<file path="src/rtl/sequenciador_preparo_if.sv">
// Bus between the main control FSM / display logic and the drink preparation
// sequencer. Clock and reset are plain module ports.
//
// Protocol: there is no valid/ready handshake. start, cancel and tick_1hz are
// single-cycle pulses that are taken on the rising clock edge where they are
// high. bebida is sampled only on an accepted start, and erro_sensor is a level.
// All slave outputs are registered.
interface sequenciador_preparo_if;
  logic       tick_1hz;
  logic       start;
  logic [1:0] bebida;
  logic       erro_sensor;
  logic       cancel;
  logic [2:0] estado;
  logic [3:0] seg_rest;
  logic       ocupado;
  logic       concluido;
  logic       aquecedor;
  logic       valvula;
  logic       rgb_red;
  logic       rgb_green;
  logic       rgb_blue;

  modport master (
    output tick_1hz, start, bebida, erro_sensor, cancel,
    input  estado, seg_rest, ocupado, concluido, aquecedor, valvula,
           rgb_red, rgb_green, rgb_blue
  );

  modport slave (
    input  tick_1hz, start, bebida, erro_sensor, cancel,
    output estado, seg_rest, ocupado, concluido, aquecedor, valvula,
           rgb_red, rgb_green, rgb_blue
  );
endinterface

</file>
<file path="src/rtl/sequenciador_preparo.sv">
// Drink preparation sequencer: heating -> pressurization -> delivery, each
// phase timed in 1 Hz ticks by one shared down-counter, with a timed error
// phase on sensor fault. estado exposes the FSM state directly.
module sequenciador_preparo #(
  parameter int unsigned T_AQUECI  = 10,
  parameter int unsigned T_PRESSU  = 2,
  parameter int unsigned T_ENTREGA = 2,
  parameter int unsigned T_ERRO    = 6
) (
  input logic                   clock,
  input logic                   reset_n,
  sequenciador_preparo_if.slave bus
);

  typedef enum logic [2:0] {
    OCIOSO        = 3'd0,
    AQUECENDO     = 3'd1,
    PRESSURIZANDO = 3'd2,
    ENTREGANDO    = 3'd3,
    CONCLUIDO     = 3'd4,
    ERRO          = 3'd5
  } estado_t;

  localparam logic [3:0] LEN_AQUECI  = 4'(T_AQUECI);
  localparam logic [3:0] LEN_PRESSU  = 4'(T_PRESSU);
  localparam logic [3:0] LEN_ENTREGA = 4'(T_ENTREGA);
  localparam logic [3:0] LEN_ERRO    = 4'(T_ERRO);

  estado_t    state_q, state_d;
  logic [3:0] cnt_q, cnt_d;
  logic [1:0] bebida_q, bebida_d;

  logic ocupado_q, ocupado_d;
  logic concluido_q, concluido_d;
  logic aquecedor_q, aquecedor_d;
  logic valvula_q, valvula_d;
  logic red_q, red_d;
  logic green_q, green_d;
  logic blue_q, blue_d;

  // Delivery length depends on the drink latched when the run started.
  logic [3:0] len_entrega;
  assign len_entrega = LEN_ENTREGA + {2'b00, bebida_q};

  // State, counter, drink latch and decoded outputs; reset forces idle/green.
  always_ff @(posedge clock or negedge reset_n) begin
    if (!reset_n) begin
      state_q     <= OCIOSO;
      cnt_q       <= 4'd0;
      bebida_q    <= 2'd0;
      ocupado_q   <= 1'b0;
      concluido_q <= 1'b0;
      aquecedor_q <= 1'b0;
      valvula_q   <= 1'b0;
      red_q       <= 1'b0;
      green_q     <= 1'b1;
      blue_q      <= 1'b0;
    end else begin
      state_q     <= state_d;
      cnt_q       <= cnt_d;
      bebida_q    <= bebida_d;
      ocupado_q   <= ocupado_d;
      concluido_q <= concluido_d;
      aquecedor_q <= aquecedor_d;
      valvula_q   <= valvula_d;
      red_q       <= red_d;
      green_q     <= green_d;
      blue_q      <= blue_d;
    end
  end

  // Next state: fault beats cancel beats tick; a tick with cnt==1 ends the phase.
  always_comb begin
    state_d  = state_q;
    cnt_d    = cnt_q;
    bebida_d = bebida_q;
    unique case (state_q)
      OCIOSO: begin
        // A tick arriving with the start is not counted: the load wins.
        if (bus.start && (bus.bebida != 2'd0) && !bus.erro_sensor) begin
          state_d  = AQUECENDO;
          cnt_d    = LEN_AQUECI;
          bebida_d = bus.bebida;
        end
      end
      AQUECENDO, PRESSURIZANDO, ENTREGANDO: begin
        if (bus.erro_sensor) begin
          state_d = ERRO;
          cnt_d   = LEN_ERRO;
        end else if (bus.cancel && (state_q == AQUECENDO)) begin
          // Once pressurization starts water is committed, so cancel is ignored.
          state_d = OCIOSO;
          cnt_d   = 4'd0;
        end else if (bus.tick_1hz) begin
          if (cnt_q == 4'd1) begin
            unique case (state_q)
              AQUECENDO: begin
                state_d = PRESSURIZANDO;
                cnt_d   = LEN_PRESSU;
              end
              PRESSURIZANDO: begin
                state_d = ENTREGANDO;
                cnt_d   = len_entrega;
              end
              default: begin
                state_d = CONCLUIDO;
                cnt_d   = 4'd0;
              end
            endcase
          end else begin
            cnt_d = cnt_q - 4'd1;
          end
        end
      end
      CONCLUIDO: begin
        state_d = OCIOSO;
        cnt_d   = 4'd0;
      end
      ERRO: begin
        // Error display runs its full length whatever erro_sensor does.
        if (bus.tick_1hz) begin
          if (cnt_q == 4'd1) begin
            state_d = OCIOSO;
            cnt_d   = 4'd0;
          end else begin
            cnt_d = cnt_q - 4'd1;
          end
        end
      end
      default: begin
        state_d = OCIOSO;
        cnt_d   = 4'd0;
      end
    endcase
  end

  // Output decode from the next state so the registered outputs line up with estado.
  always_comb begin
    ocupado_d   = 1'b0;
    concluido_d = 1'b0;
    aquecedor_d = 1'b0;
    valvula_d   = 1'b0;
    red_d       = 1'b0;
    green_d     = 1'b0;
    blue_d      = 1'b0;
    unique case (state_d)
      OCIOSO: begin
        green_d = 1'b1;
      end
      AQUECENDO: begin
        ocupado_d   = 1'b1;
        aquecedor_d = 1'b1;
        blue_d      = 1'b1;
      end
      PRESSURIZANDO, ENTREGANDO: begin
        ocupado_d = 1'b1;
        valvula_d = 1'b1;
        blue_d    = 1'b1;
      end
      CONCLUIDO: begin
        concluido_d = 1'b1;
        green_d     = 1'b1;
        blue_d      = 1'b1;
      end
      ERRO: begin
        ocupado_d = 1'b1;
        red_d     = 1'b1;
      end
      default: begin
        green_d = 1'b1;
      end
    endcase
  end

  assign bus.estado    = state_q;
  assign bus.seg_rest  = cnt_q;
  assign bus.ocupado   = ocupado_q;
  assign bus.concluido = concluido_q;
  assign bus.aquecedor = aquecedor_q;
  assign bus.valvula   = valvula_q;
  assign bus.rgb_red   = red_q;
  assign bus.rgb_green = green_q;
  assign bus.rgb_blue  = blue_q;

endmodule
</file>
<file path="src/flat_wrapper.sv">
// flat-port wrapper written by rule: the top's interface ports become plain ports
module sequenciador_preparo_flat 
#(
  parameter int unsigned T_AQUECI  = 10,
  parameter int unsigned T_PRESSU  = 2,
  parameter int unsigned T_ENTREGA = 2,
  parameter int unsigned T_ERRO    = 6
)
  (clock, reset_n, bus_tick_1hz, bus_start, bus_bebida, bus_erro_sensor, bus_cancel, bus_estado, bus_seg_rest, bus_ocupado, bus_concluido, bus_aquecedor, bus_valvula, bus_rgb_red, bus_rgb_green, bus_rgb_blue);
  sequenciador_preparo_if bus_i ();
  input logic clock;
  input logic reset_n;
  input wire logic [$bits(bus_i.tick_1hz)-1:0] bus_tick_1hz;
  input wire logic [$bits(bus_i.start)-1:0] bus_start;
  input wire logic [$bits(bus_i.bebida)-1:0] bus_bebida;
  input wire logic [$bits(bus_i.erro_sensor)-1:0] bus_erro_sensor;
  input wire logic [$bits(bus_i.cancel)-1:0] bus_cancel;
  output wire logic [$bits(bus_i.estado)-1:0] bus_estado;
  output wire logic [$bits(bus_i.seg_rest)-1:0] bus_seg_rest;
  output wire logic [$bits(bus_i.ocupado)-1:0] bus_ocupado;
  output wire logic [$bits(bus_i.concluido)-1:0] bus_concluido;
  output wire logic [$bits(bus_i.aquecedor)-1:0] bus_aquecedor;
  output wire logic [$bits(bus_i.valvula)-1:0] bus_valvula;
  output wire logic [$bits(bus_i.rgb_red)-1:0] bus_rgb_red;
  output wire logic [$bits(bus_i.rgb_green)-1:0] bus_rgb_green;
  output wire logic [$bits(bus_i.rgb_blue)-1:0] bus_rgb_blue;
  assign bus_i.tick_1hz = bus_tick_1hz;
  assign bus_i.start = bus_start;
  assign bus_i.bebida = bus_bebida;
  assign bus_i.erro_sensor = bus_erro_sensor;
  assign bus_i.cancel = bus_cancel;
  assign bus_estado = bus_i.estado;
  assign bus_seg_rest = bus_i.seg_rest;
  assign bus_ocupado = bus_i.ocupado;
  assign bus_concluido = bus_i.concluido;
  assign bus_aquecedor = bus_i.aquecedor;
  assign bus_valvula = bus_i.valvula;
  assign bus_rgb_red = bus_i.rgb_red;
  assign bus_rgb_green = bus_i.rgb_green;
  assign bus_rgb_blue = bus_i.rgb_blue;
  sequenciador_preparo #(.T_AQUECI(T_AQUECI), .T_PRESSU(T_PRESSU), .T_ENTREGA(T_ENTREGA), .T_ERRO(T_ERRO)) u_core (.clock(clock), .reset_n(reset_n), .bus(bus_i));
endmodule
</file>
<file path="config.mk">
export PLATFORM = sky130hd
export DESIGN_NAME = sequenciador_preparo_flat
export DESIGN_NICKNAME = d
export VERILOG_FILES = /design/src/rtl/sequenciador_preparo_if.sv /design/src/rtl/sequenciador_preparo.sv /design/src/flat_wrapper.sv
export SDC_FILE = /design/constraint.sdc
export NUM_CORES = 1
export LEC_CHECK = 0
export ABC_CLOCK_PERIOD_IN_PS = 5100
export CAP_MARGIN = 20
export CORE_MARGIN = 8
export CORE_UTILIZATION = 40
export DETAILED_ROUTE_END_ITERATION = 6
export HOLD_SLACK_MARGIN = 0.02
export PLACE_DENSITY_LB_ADDON = 0.08
export SLEW_MARGIN = 0
export SYNTH_ARGS = -nofsm -noshare
export SYNTH_HDL_FRONTEND = slang
export SYNTH_SLANG_ARGS = --single-unit
</file>
<file path="constraint.sdc">
create_clock -name clock -period 5.1 [get_ports clock]
set_input_delay 1.53 -clock clock [delete_from_list [all_inputs] [get_ports clock]]
set_output_delay 1.53 -clock clock [all_outputs]
set_load 0.01 [all_outputs]
</file>
==> impl_metrics.csv <==
group,metric,value,unit
global_route,grt_pass1_wl,3.61,mm
clock_network,cts_resized,0,
synthesis,async_flop_share,100,%
power_and_ir_drop,p_leak,0.495,nW
setup_path,regToRegSetupSlack,3.25,ns
clock_network,cts_tree,"done",
place,dp_hpwl,1.68,mm
cells_and_area,fin_nets,130,
place,io_buffers,21,
synthesis,ys_ff_latch,16,
synthesis,yosysMostFrequentCell,"dfrtp_1",
setup_path,critical_path.cell_chain,"clkdlybuf4s50_1",
timing,max_freq,0.325,GHz
synthesis,yosys-top-cells-area,"dfrtp_1 39%, inv_1 3.1%, dfstp_2 2.7%",
flow_run,drv_cap,0,
cells_and_area,multi_input_area,504,um^2
routing,drc_errors,0,
synthesis,netlist_instances,98,
clock_network,path_clk_slew,0.10,ns
synthesis,ys.flop_type,"dfrtp_1",
status,outcome,"finished, final reports clean",
die,rows,17,
routing,vias,820,
synthesis,yosys-top-cells-count,"15 x dfrtp_1, 8 x inv_1, 6 x nor2_1",
clock_network,clkSinkCount,16,
clock_network,cts-root-buf,"clkbuf_4",
synthesis,synth_nets,108,
setup_path,timing.critical_path.buf_inv,1,
setup_path,cp_top_family,"flip-flops",
global_route,met3_usage,3.09,%
die,die_h,65.0,um
cells_and_area,n_antenna_cell,0,
synthesis,yosys_warnings,0,
synthesis,syn_area_per_cell,9.81,um^2
die,io_pins,22,
power_and_ir_drop,power_density,528,mW/mm^2
global_route,grt_usage,10.8,%
setup_path,endpoint_kind,"output port",
cells_and_area,syn2layout_area_growth,27.1,%
timing,period_needed,3.08,ns
power_and_ir_drop,power,0.645,mW
power_and_ir_drop,pwr-share-comb,50.2,%
global_route,use_met2,16.3,%
setup_path,worstSetupPathType,"reg2out",
cells_and_area,design_area,0.00122,mm^2
min_path,min_path_cells,1,
global_route,antenna_found_initial,0,
clock_network,cts_buffers,3,
timing,final.period_utilization,60.4,%
clock_network,postCtsSetupRepairBufs,0,
setup_path,critical_path.max_stage_delay,0.64,ns
place,gp_congestion,0.889,
timing,worstMarginPinSlew,0.691,ns
synthesis,seq_area_frac_synth,41.8,%
clock_network,cts_max_level,1,
cells_and_area,drive_above_1_share,14.3,%
die,start_util,43.0,%
routing,first_pass_iters,4,
synthesis,yosysTopAreaCell,"dfrtp_1",
synthesis,synth_cell_types,46,
setup_path,cp-start-kind,"flip-flop",
setup_path,rr_endpoint,"u_core.bus.aquecedor$_DFF_PN0_",
setup_path,arrival,1.55,ns
setup_path,reg2reg_from,"u_core.bus.seg_rest[1]$_DFFE_PN0P_",
global_route,grt_max_degree,17,
cells_and_area,final_util,54.7,%
global_route,gr-total-overflow,0,
power_and_ir_drop,pwr-share-clk,13.2,%
die,coreArea,0.00223,mm^2
cells_and_area,seq_area,402,um^2
global_route,grt.busiest_layer,"met2",
power_and_ir_drop,internal_power,0.391,mW
power_and_ir_drop,ir_drop,0.312,mV
min_path,hold-path-endpoint,"u_core.bebida_q[0]$_DFFE_PN0P_",
routing,drtIter0Drc,31,
die,dieWidth,65.0,um
routing,routed_via_density,5.58,
global_route,grt_pass1_vias,803,
routing,wl,2.18,mm
timing,clock_skew,0.00313,ns
routing,route.antenna.remaining_nets,0,
global_route,grtUsageMet1,13.4,%
place,place_area,0.00118,mm^2
timing,hold_viol,0,
setup_path,worstPathRequired,3.57,ns
power_and_ir_drop,seq_power_share,36.6,%
synthesis,synth_edf_count,0,
setup_path,slowest_stage,"dfrtp_1",
power_and_ir_drop,swShare,39.4,%
synthesis,synth_top_area_share,39.1,%
timing,setup_viol,0,
synthesis,synthesis.area,961,um^2
clock_network,cts_buffer_depth,2,
cells_and_area,fillers,207,
timing,rsz0062_at_grt,"false",
power_and_ir_drop,p_switching,0.254,mW
min_path,min_from,"u_core.bebida_q[0]$_DFFE_PN0P_",
die,dieArea,0.00423,mm^2
timing,final-max-slew-violation-count,0,
clock_network,cts_hold_buf,0,
routing,wl_per_cell,14.9,um
timing,tns,0,ns
setup_path,path_max_fanout,16,
setup_path,worst_r2r_path_depth,7,
clock_network,clk_latency,0.29,ns
timing,slew_headroom,53.8,%
min_path,min_path_type,"reg2reg",
[layout by cell type, fill, tap and decap left out, types with 2 or more instances in the layout]
cell              n
o31ai_1           2
a211oi_1          3
nor3_1            4
clkbuf_4          3
ha_1              2
o21ai_1           2
o21bai_1          2
inv_1             8
nand2b_1          4
o211ai_1          2
nor2b_1           4
nor2_1            6
nor3b_1           2
o2bb2ai_1         2
o21ai_0           4
clkdlybuf4s50_1  21
dfrtp_1          15
or3_1             2
nand2_1           4
[final cells by class]
cell class | count | share of cell area [%]
Sequential cell | 16 | 32.9
Tap cell | 28 | 2.87
Inverter | 9 | 2.77
Timing Repair Buffer | 21 | 17.2
Clock buffer | 4 | 2.97
Multi-Input combinational cell | 69 | 41.3
[state kept, by name (all words and copies together) (netlist names)]
name,count
u_core.bus.seg_rest,4
u_core.bus.estado,3
u_core.bebida_q,2
u_core.bus.aquecedor,1
u_core.bus.concluido,1
u_core.bus.ocupado,1
u_core.bus.rgb_blue,1
u_core.bus.rgb_green,1
u_core.bus.rgb_red,1
u_core.bus.valvula,1
[metrics by stage]
stage / instances / hold WS [ns] / worst slack, ns
floorplan: 98 / 0.481 / 2.55
global placement: 143 / 0.521 / 1.98
detailed placement: 143 / 0.524 / 1.93
CTS: 147 / 0.548 / 2.04
global route: 147 / 0.554 / 1.97
finish: 147 / 0.551 / 2.02
[how the worst max path moves through the flow]
stage | startpoint | endpoint | slack [ns] | cells after the start
2_1_floorplan | bus_erro_sensor | u_core.bus.seg_rest[3]$_DFFE_PN0P_ | 2.55 | 5
3_3_place_gp | bus_erro_sensor | u_core.bus.seg_rest[3]$_DFFE_PN0P_ | 1.98 | 5
3_5_place_dp | bus_erro_sensor | u_core.bus.seg_rest[3]$_DFFE_PN0P_ | 1.93 | 5
4_1_cts | u_core.bus.estado[2]$_DFF_PN0_ | bus_estado[2] | 2.04 | 1
5_1_grt | u_core.bus.estado[2]$_DFF_PN0_ | bus_estado[2] | 1.97 | 1
6_report | u_core.bus.estado[2]$_DFF_PN0_ | bus_estado[2] | 2.02 | 1
[power groups by stage]
stage          combinational (mW)  sequential [mW]  clock, mW
6_report                    0.324            0.236     0.0852
5_1_grt                     0.357            0.243     0.0920
4_1_cts                     0.327            0.235     0.0869
3_5_place_dp                0.326            0.238          0
3_3_place_gp                0.326            0.237          0
2_1_floorplan               0.196            0.233          0
[logic make-up after synthesis]
kind of cell	Yosys count	share of synthesized area, %
flip-flops	16	41.8
adder cells (fa/ha/maj)	2	2.60
buffers and inverters	13	5.73
multiplexers	1	1.17
AND/OR/NAND/NOR	38	25.8
AO/OA/AOI/OAI	28	22.9
[per-layer routing]
metal	share of wire [%]	up-vias
li1	-	403
met1	48	385
met2	43	26
met3	5.8	6
met4	2.2	0
met5	0	-
(Power assumes the default switching activity.)
